===== config.mk =====
export PLATFORM = sky130hd
export DESIGN_NAME = vga_timing_gen
export DESIGN_NICKNAME = d
export VERILOG_FILES = /design/src/rtl/vga_timing_pkg.sv /design/src/rtl/sync_delay_line.sv /design/src/rtl/vga_timing_gen.sv
export SDC_FILE = /design/constraint.sdc
export NUM_CORES = 1
export LEC_CHECK = 0
export CAP_MARGIN = 25
export CORE_ASPECT_RATIO = 0.6
export CORE_MARGIN = 3
export CORE_UTILIZATION = 23
export CTS_CLUSTER_DIAMETER = 40
export DETAILED_ROUTE_END_ITERATION = 12
export DONT_BUFFER_PORTS = 1
export GPL_TIMING_DRIVEN = 0
export PLACE_DENSITY = 0.43
export SLEW_MARGIN = 20
export SYNTH_ARGS = -nofsm -noshare
export SYNTH_HDL_FRONTEND = slang
export SYNTH_SLANG_ARGS = --single-unit

===== constraint.sdc =====
create_clock -name clk -period 1.5 [get_ports clk]
set_input_delay 0.225 -clock clk [delete_from_list [all_inputs] [get_ports clk]]
set_output_delay 0.225 -clock clk [all_outputs]
set_load 0.01 [all_outputs]

===== src/rtl/vga_timing_pkg.sv =====
// Shared constants and types for the VGA raster timing source.
// Defaults describe 640x480@60 with a 2:1 pixel clock divider.
package vga_timing_pkg;

  localparam int H_ACTIVE_DEF = 640;
  localparam int H_FP_DEF = 16;
  localparam int H_SYNC_DEF = 96;
  localparam int H_BP_DEF = 48;
  localparam int V_ACTIVE_DEF = 480;
  localparam int V_FP_DEF = 10;
  localparam int V_SYNC_DEF = 2;
  localparam int V_BP_DEF = 33;
  localparam bit SYNC_POL_DEF = 1'b0;
  localparam int CLK_DIV_DEF = 2;
  localparam int SYNC_DELAY_DEF = 1;
  localparam int CNT_W = 10;

  typedef struct packed {
    logic active;
    logic hsync;
    logic vsync;
  } sync_t;

  function automatic int total(
    input int a,
    input int p,
    input int s,
    input int b
  );
    return a + p + s + b;
  endfunction

endpackage


===== src/rtl/sync_delay_line.sv =====
// Pixel-rate shift register that realigns sync/active with the
// registered colour path; DEPTH=0 collapses to a wire.
module sync_delay_line
  import vga_timing_pkg::*;
#(
  parameter int WIDTH = 3,
  parameter int DEPTH = 1,
  parameter logic [WIDTH-1:0] IDLE = '0
) (
  input  logic             clk,
  input  logic             reset_n,
  input  logic             en,
  input  logic [WIDTH-1:0] d,
  output logic [WIDTH-1:0] q
);

  if (DEPTH == 0) begin : g_thru
    logic unused_ok;
    assign unused_ok = &{1'b0, clk, reset_n, en};
    assign q = d;
  end else begin : g_sr
    logic [WIDTH-1:0] sr [DEPTH];

    always_ff @(posedge clk or negedge reset_n) begin
      if (!reset_n) begin
        for (int i = 0; i < DEPTH; i++) begin
          sr[i] <= IDLE;
        end
      end else if (en) begin
        sr[0] <= d;
        for (int i = 1; i < DEPTH; i++) begin
          sr[i] <= sr[i-1];
        end
      end
    end

    assign q = sr[DEPTH-1];
  end

endmodule


===== src/rtl/vga_timing_gen.sv =====
// Raster timing source: pixel enable divider, h/v counters,
// pixel coordinates and delayed sync/active for the colour path.
module vga_timing_gen
  import vga_timing_pkg::*;
#(
  parameter int H_ACTIVE = H_ACTIVE_DEF,
  parameter int H_FP = H_FP_DEF,
  parameter int H_SYNC = H_SYNC_DEF,
  parameter int H_BP = H_BP_DEF,
  parameter int V_ACTIVE = V_ACTIVE_DEF,
  parameter int V_FP = V_FP_DEF,
  parameter int V_SYNC = V_SYNC_DEF,
  parameter int V_BP = V_BP_DEF,
  parameter bit SYNC_POL = SYNC_POL_DEF,
  parameter int CLK_DIV = CLK_DIV_DEF,
  parameter int SYNC_DELAY = SYNC_DELAY_DEF
) (
  input  logic       clk,
  input  logic       reset_n,
  output logic       pix_en,
  output logic [9:0] x_px,
  output logic [9:0] y_px,
  output logic       active,
  output logic       hsync,
  output logic       vsync,
  output logic       line_start,
  output logic       frame_start
);

  localparam int H_TOTAL =
    total(H_ACTIVE, H_FP, H_SYNC, H_BP);
  localparam int V_TOTAL =
    total(V_ACTIVE, V_FP, V_SYNC, V_BP);
  localparam int DW =
    (CLK_DIV > 1) ? $clog2(CLK_DIV) : 1;

  if (H_TOTAL > 1024) begin : g_err_h
    $error("H_TOTAL exceeds 1024");
  end
  if (V_TOTAL > 1024) begin : g_err_v
    $error("V_TOTAL exceeds 1024");
  end
  if (CLK_DIV < 1) begin : g_err_div
    $error("CLK_DIV must be >= 1");
  end
  if (SYNC_DELAY > 3 || SYNC_DELAY < 0) begin : g_err_dly
    $error("SYNC_DELAY must be 0..3");
  end

  localparam logic S_IDLE = ~SYNC_POL;
  localparam logic [2:0] IDLE_V = {1'b0, S_IDLE, S_IDLE};

  // 11-bit bounds so a window ending at 1024 still compares
  localparam logic [10:0] H_ACT = 11'(H_ACTIVE);
  localparam logic [10:0] HS_BEG = 11'(H_ACTIVE + H_FP);
  localparam logic [10:0] HS_END =
    11'(H_ACTIVE + H_FP + H_SYNC);
  localparam logic [10:0] V_ACT = 11'(V_ACTIVE);
  localparam logic [10:0] VS_BEG = 11'(V_ACTIVE + V_FP);
  localparam logic [10:0] VS_END =
    11'(V_ACTIVE + V_FP + V_SYNC);

  logic [DW-1:0]    div;
  logic             div_last;
  logic [CNT_W-1:0] h;
  logic [CNT_W-1:0] v;
  logic             h_last;
  logic             v_last;
  logic [10:0]      hx;
  logic [10:0]      vx;
  sync_t            raw;
  sync_t            cur;
  sync_t            dly;

  assign div_last = (div == DW'(CLK_DIV - 1));

  always_ff @(posedge clk or negedge reset_n) begin
    if (!reset_n) begin
      div <= '0;
      pix_en <= 1'b0;
    end else begin
      pix_en <= div_last;
      div <= div_last ? '0 : div + 1'b1;
    end
  end

  assign h_last = (h == CNT_W'(H_TOTAL - 1));
  assign v_last = (v == CNT_W'(V_TOTAL - 1));
  assign hx = {1'b0, h};
  assign vx = {1'b0, v};

  always_comb begin
    raw = sync_t'(IDLE_V);
    raw.active = (hx < H_ACT) && (vx < V_ACT);
    if (hx >= HS_BEG && hx < HS_END) begin
      raw.hsync = SYNC_POL;
    end
    if (vx >= VS_BEG && vx < VS_END) begin
      raw.vsync = SYNC_POL;
    end
  end

  always_ff @(posedge clk or negedge reset_n) begin
    if (!reset_n) begin
      h <= '0;
      v <= '0;
      x_px <= '0;
      y_px <= '0;
      line_start <= 1'b0;
      frame_start <= 1'b0;
      cur <= sync_t'(IDLE_V);
    end else begin
      line_start <= pix_en && (h == '0);
      frame_start <= pix_en && (h == '0) && (v == '0);
      if (pix_en) begin
        x_px <= raw.active ? h : '0;
        y_px <= raw.active ? v : '0;
        cur <= raw;
        h <= h_last ? '0 : h + 1'b1;
        if (h_last) begin
          v <= v_last ? '0 : v + 1'b1;
        end
      end
    end
  end

  sync_delay_line #(
    .WIDTH(3),
    .DEPTH(SYNC_DELAY),
    .IDLE (IDLE_V)
  ) u_dly (
    .clk    (clk),
    .reset_n(reset_n),
    .en     (pix_en),
    .d      (cur),
    .q      (dly)
  );

  assign active = dly.active;
  assign hsync = dly.hsync;
  assign vsync = dly.vsync;

endmodule


[Word-level counts from Yosys, hierarchy flattened]
Cells that the tools add are included.
Operators by class
  eq/ne operators: 2
  muxes and demuxes: 7
  $lt $le $gt $ge: 6
  add/sub/neg operators: 3
  reductions and logical operators: 8
Operators by type and width (number)
  10-bit 2-to-1 mux: 4
  10-bit by 1-bit adder with 10-bit output, second input constant: 2
  10-bit equality test, second input constant: 2
  10-bit logical NOT: 2
  10-bit less-than comparator, second input constant: 2
  10-bit by 9-bit less-than comparator with 1-bit output, second input constant: 2
  10-bit greater-or-equal comparator, second input constant: 1
  10-bit by 9-bit greater-or-equal comparator with 1-bit output, second input constant: 1
  1-bit logical AND: 5
  1-bit 2-to-1 mux: 3
  2-bit AND reduction: 1
  1-bit adder, second input constant: 1
Storage, ports and cells
  word-level logic and storage cells: 38
  register bits after elaboration: 50

[Depth between registers and ports, before layout]
  word-level depth: 3
  depth in mapped cells: 6
  depth with buffers taken out: 6

[Modules after synthesis]
A second synthesis with hierarchy kept.
Second synthesis, totals
  cells, all modules: 187
  area, all modules: 2220.9 um2
By module, submodules not included
  vga_timing_gen: cells an instance 181, area each 2109.5 um2, sequential area each 1178.6 um2, times used 1
  sync_delay_line: cells an instance 6, area each 111.4 um2, sequential area each 77.6 um2, times used 1

[Worst setup path after synthesis]
Ideal clock, no wire load.
  kind: register -> register
  from: register h[7]
  to: register v[8]
  required time: 1376 ps
  library setup time: 124 ps
  cell stages (with the launch flop): 7
  data arrival time: 1356 ps
  buffers on the path: 2
  path slack: 20 ps
  path through: dfrtp_1 > buf_4 > nand4b_1 > nor4_4 > buf_6 > nand3_1 > xnor2_1
Between the ends
  word-level cells in the longest chain between the ends: 2
RTL lines
  from (decl): line vga_timing_gen.sv:65  | logic [CNT_W-1:0] h;
  from (signal assigned): line vga_timing_gen.sv:119  | h <= h_last ? '0 : h + 1'b1;
  10-bit equality test: line vga_timing_gen.sv:87  | assign h_last = (h == CNT_W'(H_TOTAL - 1));
  2-bit AND reduction (no source line)
  to (signal assigned): line vga_timing_gen.sv:121  | v <= v_last ? '0 : v + 1'b1;
  to (decl): line vga_timing_gen.sv:66  | logic [CNT_W-1:0] v;
No other way between the ends.
A chain may end at the register's enable or synchronous reset.

[Final worst setup path]
  from: register h[5]
  to: register h[9]
Between the ends
  word-level cells in the longest chain between the ends: 2
  elaborated cells between the ends (all ways): 3
RTL lines (line)
  10-bit by 1-bit adder with 10-bit output / 10-bit equality test (equally long branches): vga_timing_gen.sv:119, vga_timing_gen.sv:87
  10-bit 2-to-1 mux (*): vga_timing_gen.sv:119
Every way passes the cells marked *; elsewhere a longest branch is shown, timed or not.

==> summary.md <==
| Metric | Value |
|---|---|
| Status | `complete, but fails checks` |
| Failing checks | `setup timing` |
| CP Max Fanout | `8` |
| Top Ports | `28` |
| Max-slew headroom | `73.6%` |
| Ratio of cells with drive above 1 in the final layout | `32.3%` |
| Fillcell total | `976` |
| Main synth FF type | `dfrtp_1` |
| Min Tclk post-route | `1.52 ns` |
| Vias in the first global route | `1550` |
| Final hold vios | `0` |
| GP Congestion | `0.835` |
| P&R area growth vs syn | `26.6%` |
| Net Sw Frac | `20.3%` |
| Synth area leaders | `dfrtp_1 (51%), a22o_1 (7.0%), dfstp_2 (4.7%)` |
| Slowest CP cell | `dfrtp_1` |
| Core Box Area | `9320 µm²` |
| Worst setup margin | `-0.0213 ns` |
| Starting Density | `24.1%` |
| FF-to-FF Start | `h[5]$_DFFE_PN0P_` |
| CP endpoint kind | `flip-flop` |
| Post-synth EDFFs | `0` |
| CP Launch Type | `flip-flop` |
| Sink Count | `50` |
| Hold Crit Class | `reg -> reg` |
| Die X | `134 µm` |
| DR vias/cell | `4.40` |
| Worst EP required | `1.66 ns` |
| Critical R2R Capture | `h[9]$_DFFE_PN0P_` |
| Initial antenna violation count | `0` |
| Post-Route WL | `5670 µm` |
| Final Slew Violations | `0` |
| Clk_skew | `0.00843 ns` |
| CTS tree | `done` |
| Fin cells | `353` |
| Antenna Nets Post-Route | `0` |
| Clock transition at path regs | `0.07 ns` |
| Clock buffer depth | `2` |
| Mapped Nets | `201` |
| DRC | `0` |
| Buffers on Ports | `0` |
| RSZ-0062 raised after global routing | `yes` |
| #FFs+latches synth | `50` |
| Flop pwr share | `53.2%` |
| Final HPWL DP | `3620 µm` |
| Area post-placement | `2410 µm²` |
| Power Internal | `2.02 mW` |
| CP delay by family, top | `simple AND/OR/NAND/NOR gates` |
| Max-cap violation count | `0` |
| Yosys top cell area share | `51.3%` |
| Final period utilization | `101%` |
| Worst-Margin Slew | `0.392 ns` |
| Final Setup Violations | `3` |
| Largest net degree at the start of global routing | `51` |
| Congestion Overflow GR | `0` |
| LEAKAGE | `1.29 nW` |
| Seq/Total Area, Yosys | `55.9%` |
| Iteration-0 DRC Markers | `92` |
| CTS H-Tree Depth | `2` |
| Inst Count DP | `325` |
| Ant. Diodes | `0` |
| Pre-antenna DRT Iters | `4` |
| Kind of critical path | `reg -> reg` |
| Arr. time, crit path | `1.68 ns` |
| Final Net Count | `228` |
| CP most frequent cell | `buf_4` |
| Root Driver | `clkbuf_16` |
| Flop2flop setup slack | `-0.02 ns` |
| Num CTS Buffers | `5` |
| Wire per inst | `16.1 µm` |
| Sw power | `0.515 mW` |
| Clock power share | `45.3%` |
| Post-Syn Area per Cell | `11.5 µm²` |
| Crit path launch | `h[5]$_DFFE_PN0P_` |
| Peak VDD IR | `0.445 mV` |
| Vias | `1553` |
| Die ar. | `11000 µm²` |
| Num rows | `27` |
| Mapped Cells | `195` |
| First-pass GRT wire length | `8970 µm` |
| Worst Reg-to-Reg Cells | `6` |
| Post-synth cell types | `42` |
| Synth warn | `0` |
| Ys async rst share | `100%` |
| Pwr Density | `891 nW/µm²` |
| Pre-CTS setup slack | `-0.212 ns` |
| Mapped cell area | `2250 µm²` |
| Vert. Die Dim | `82.5 µm` |
| Clk_lat worst skew | `0.29 ns` |
| Crit path depth | `6` |
| WP buf/inv | `2` |
| Max Clock Freq | `0.657 GHz` |
| CP peak stage delay | `0.36 ns` |
| All-layer global routing usage | `10.7%` |
| CP cell instances | `buf_4 > and4b_1 > nand4_1 > buf_4 > nand2_1 > mux2i_1` |
| Crit path to | `h[9]$_DFFE_PN0P_` |
| Synth area leader | `dfrtp_1` |
| Final Instance Area | `2840 µm²` |
| Combinational share of power | `1.4%` |
## state kept, by name (all words and copies together) (netlist names)
signal,count
frame_start,1
line_start,1
h,10
u_dly.q,3
pix_en,1
x_px,10
div,1
y_px,10
v,10
cur,3
## how the worst min path moves through the flow
stage / startpoint / to / slack [ns] / cells after the start
global route: div$_DFF_PN0_ / pix_en$_DFF_PN0_ / 0.39 / 0
CTS: div$_DFF_PN0_ / pix_en$_DFF_PN0_ / 0.38 / 0
finish: div$_DFF_PN0_ / pix_en$_DFF_PN0_ / 0.37 / 0
detailed placement: reset_n / x_px[0]$_DFFE_PN0P_ / -0.07 / 0
floorplan: reset_n / cur[2]$_DFFE_PN0P_ / -0.07 / 0
global placement: reset_n / x_px[1]$_DFFE_PN0P_ / -0.07 / 0
## layer usage
layer,global-route usage (%),vias to the layer above,share of wire (%)
li1,-,760,-
met1,16.5,752,55
met2,13.7,36,37
met3,3.69,5,7.2
met4,3.08,0,0.90
met5,0,-,0
## layout make-up
cell class	count	area [µm²]	area share [%]
inverter	10	37.5	1.32
clock inverter	2	12.5	0.440
timing repair buffer	23	211	7.44
multi-input combinational	120	920	32.3
sequential	50	1270	44.6
buffer	12	93.8	3.30
clock buffer	6	139	4.88
tap	130	163	5.72
## cells in the final DEF, fill, tap and decap left out, drive strengths merged
cell	count
a21o	1
a21oi	3
a22o	18
a22oi	1
a31oi	1
and2	1
and3	7
and4	3
and4b	1
and4bb	1
buf	31
clkbuf	9
clkinv	1
clkinvlp	1
dfrtp	46
dfstp	4
dlygate4sd3	1
ha	4
inv	10
mux2	3
mux2i	4
nand2	10
nand2b	1
nand3	15
nand4	7
nand4b	2
nor2	8
nor2b	3
nor3	2
nor4	4
nor4b	1
o211ai	1
o21ai	6
o31ai	1
o32a	1
or2	1
xnor2	6
xor2	3
## cells by family after synthesis
logic type	Yosys count	share of synthesized area, %
AND/OR/NAND/NOR	67	18.1
flip-flops	50	55.9
AO/OA/AOI/OAI	33	11.1
buffers and inverters	25	5.85
XOR/XNOR	9	3.51
multiplexers	7	3.29
adder cells (fa/ha/maj)	4	2.23
## through the flow
step / total power, mW / hold slack, ns / util [%] / TNS [ns]
after detailed placement: 1.37 / -0.0694 / 25.8 / -3.79
final: 2.53 / 0.373 / 30.5 / -0.0495
after CTS: 2.57 / 0.375 / 29.7 / -0.0172
after floorplan: 1.37 / -0.0706 / - / 0
after global routing: 2.64 / 0.395 / 30.5 / -0.781
after global placement: 1.37 / -0.0692 / 25.8 / -3.33
## synthesized netlist by cell type (2+ instances only)
master and instances:
and4_1 3, mux2_2 3, nor2_1 8, buf_6 2, nand3_1 15, dfrtp_1 46
a21oi_1 3, nor3_1 2, nand4_1 6, and3_1 7, nand2_1 10, o21ai_0 6
clkbuf_1 4, ha_1 4, a22o_1 18, xor2_1 3, dfstp_2 4, inv_1 10
nor4_1 3, mux2i_1 4, buf_2 6, xnor2_1 6, nand4b_1 2, nor2b_1 2
## power groups by stage
stage | registers [mW] | logic, mW | clock network [mW]
final | 1.35 | 0.0365 | 1.15
after global routing | 1.35 | 0.0435 | 1.25
after CTS | 1.35 | 0.0392 | 1.19
after detailed placement | 1.37 | 0.000000443 | 0
after global placement | 1.37 | 0.000000443 | 0
after floorplan | 1.37 | 0.000000443 | 0
## repair_timing
item                                    CTS  global route
buffers inserted                         17             4
pin swaps                                 8             7
cloned                                    0             0
gates resized for setup                  19            11
hold buffers                              2             0
endpoints found under the setup margin   36            24
endpoints found under the hold margin    50             0
(Power assumes the default switching activity.)
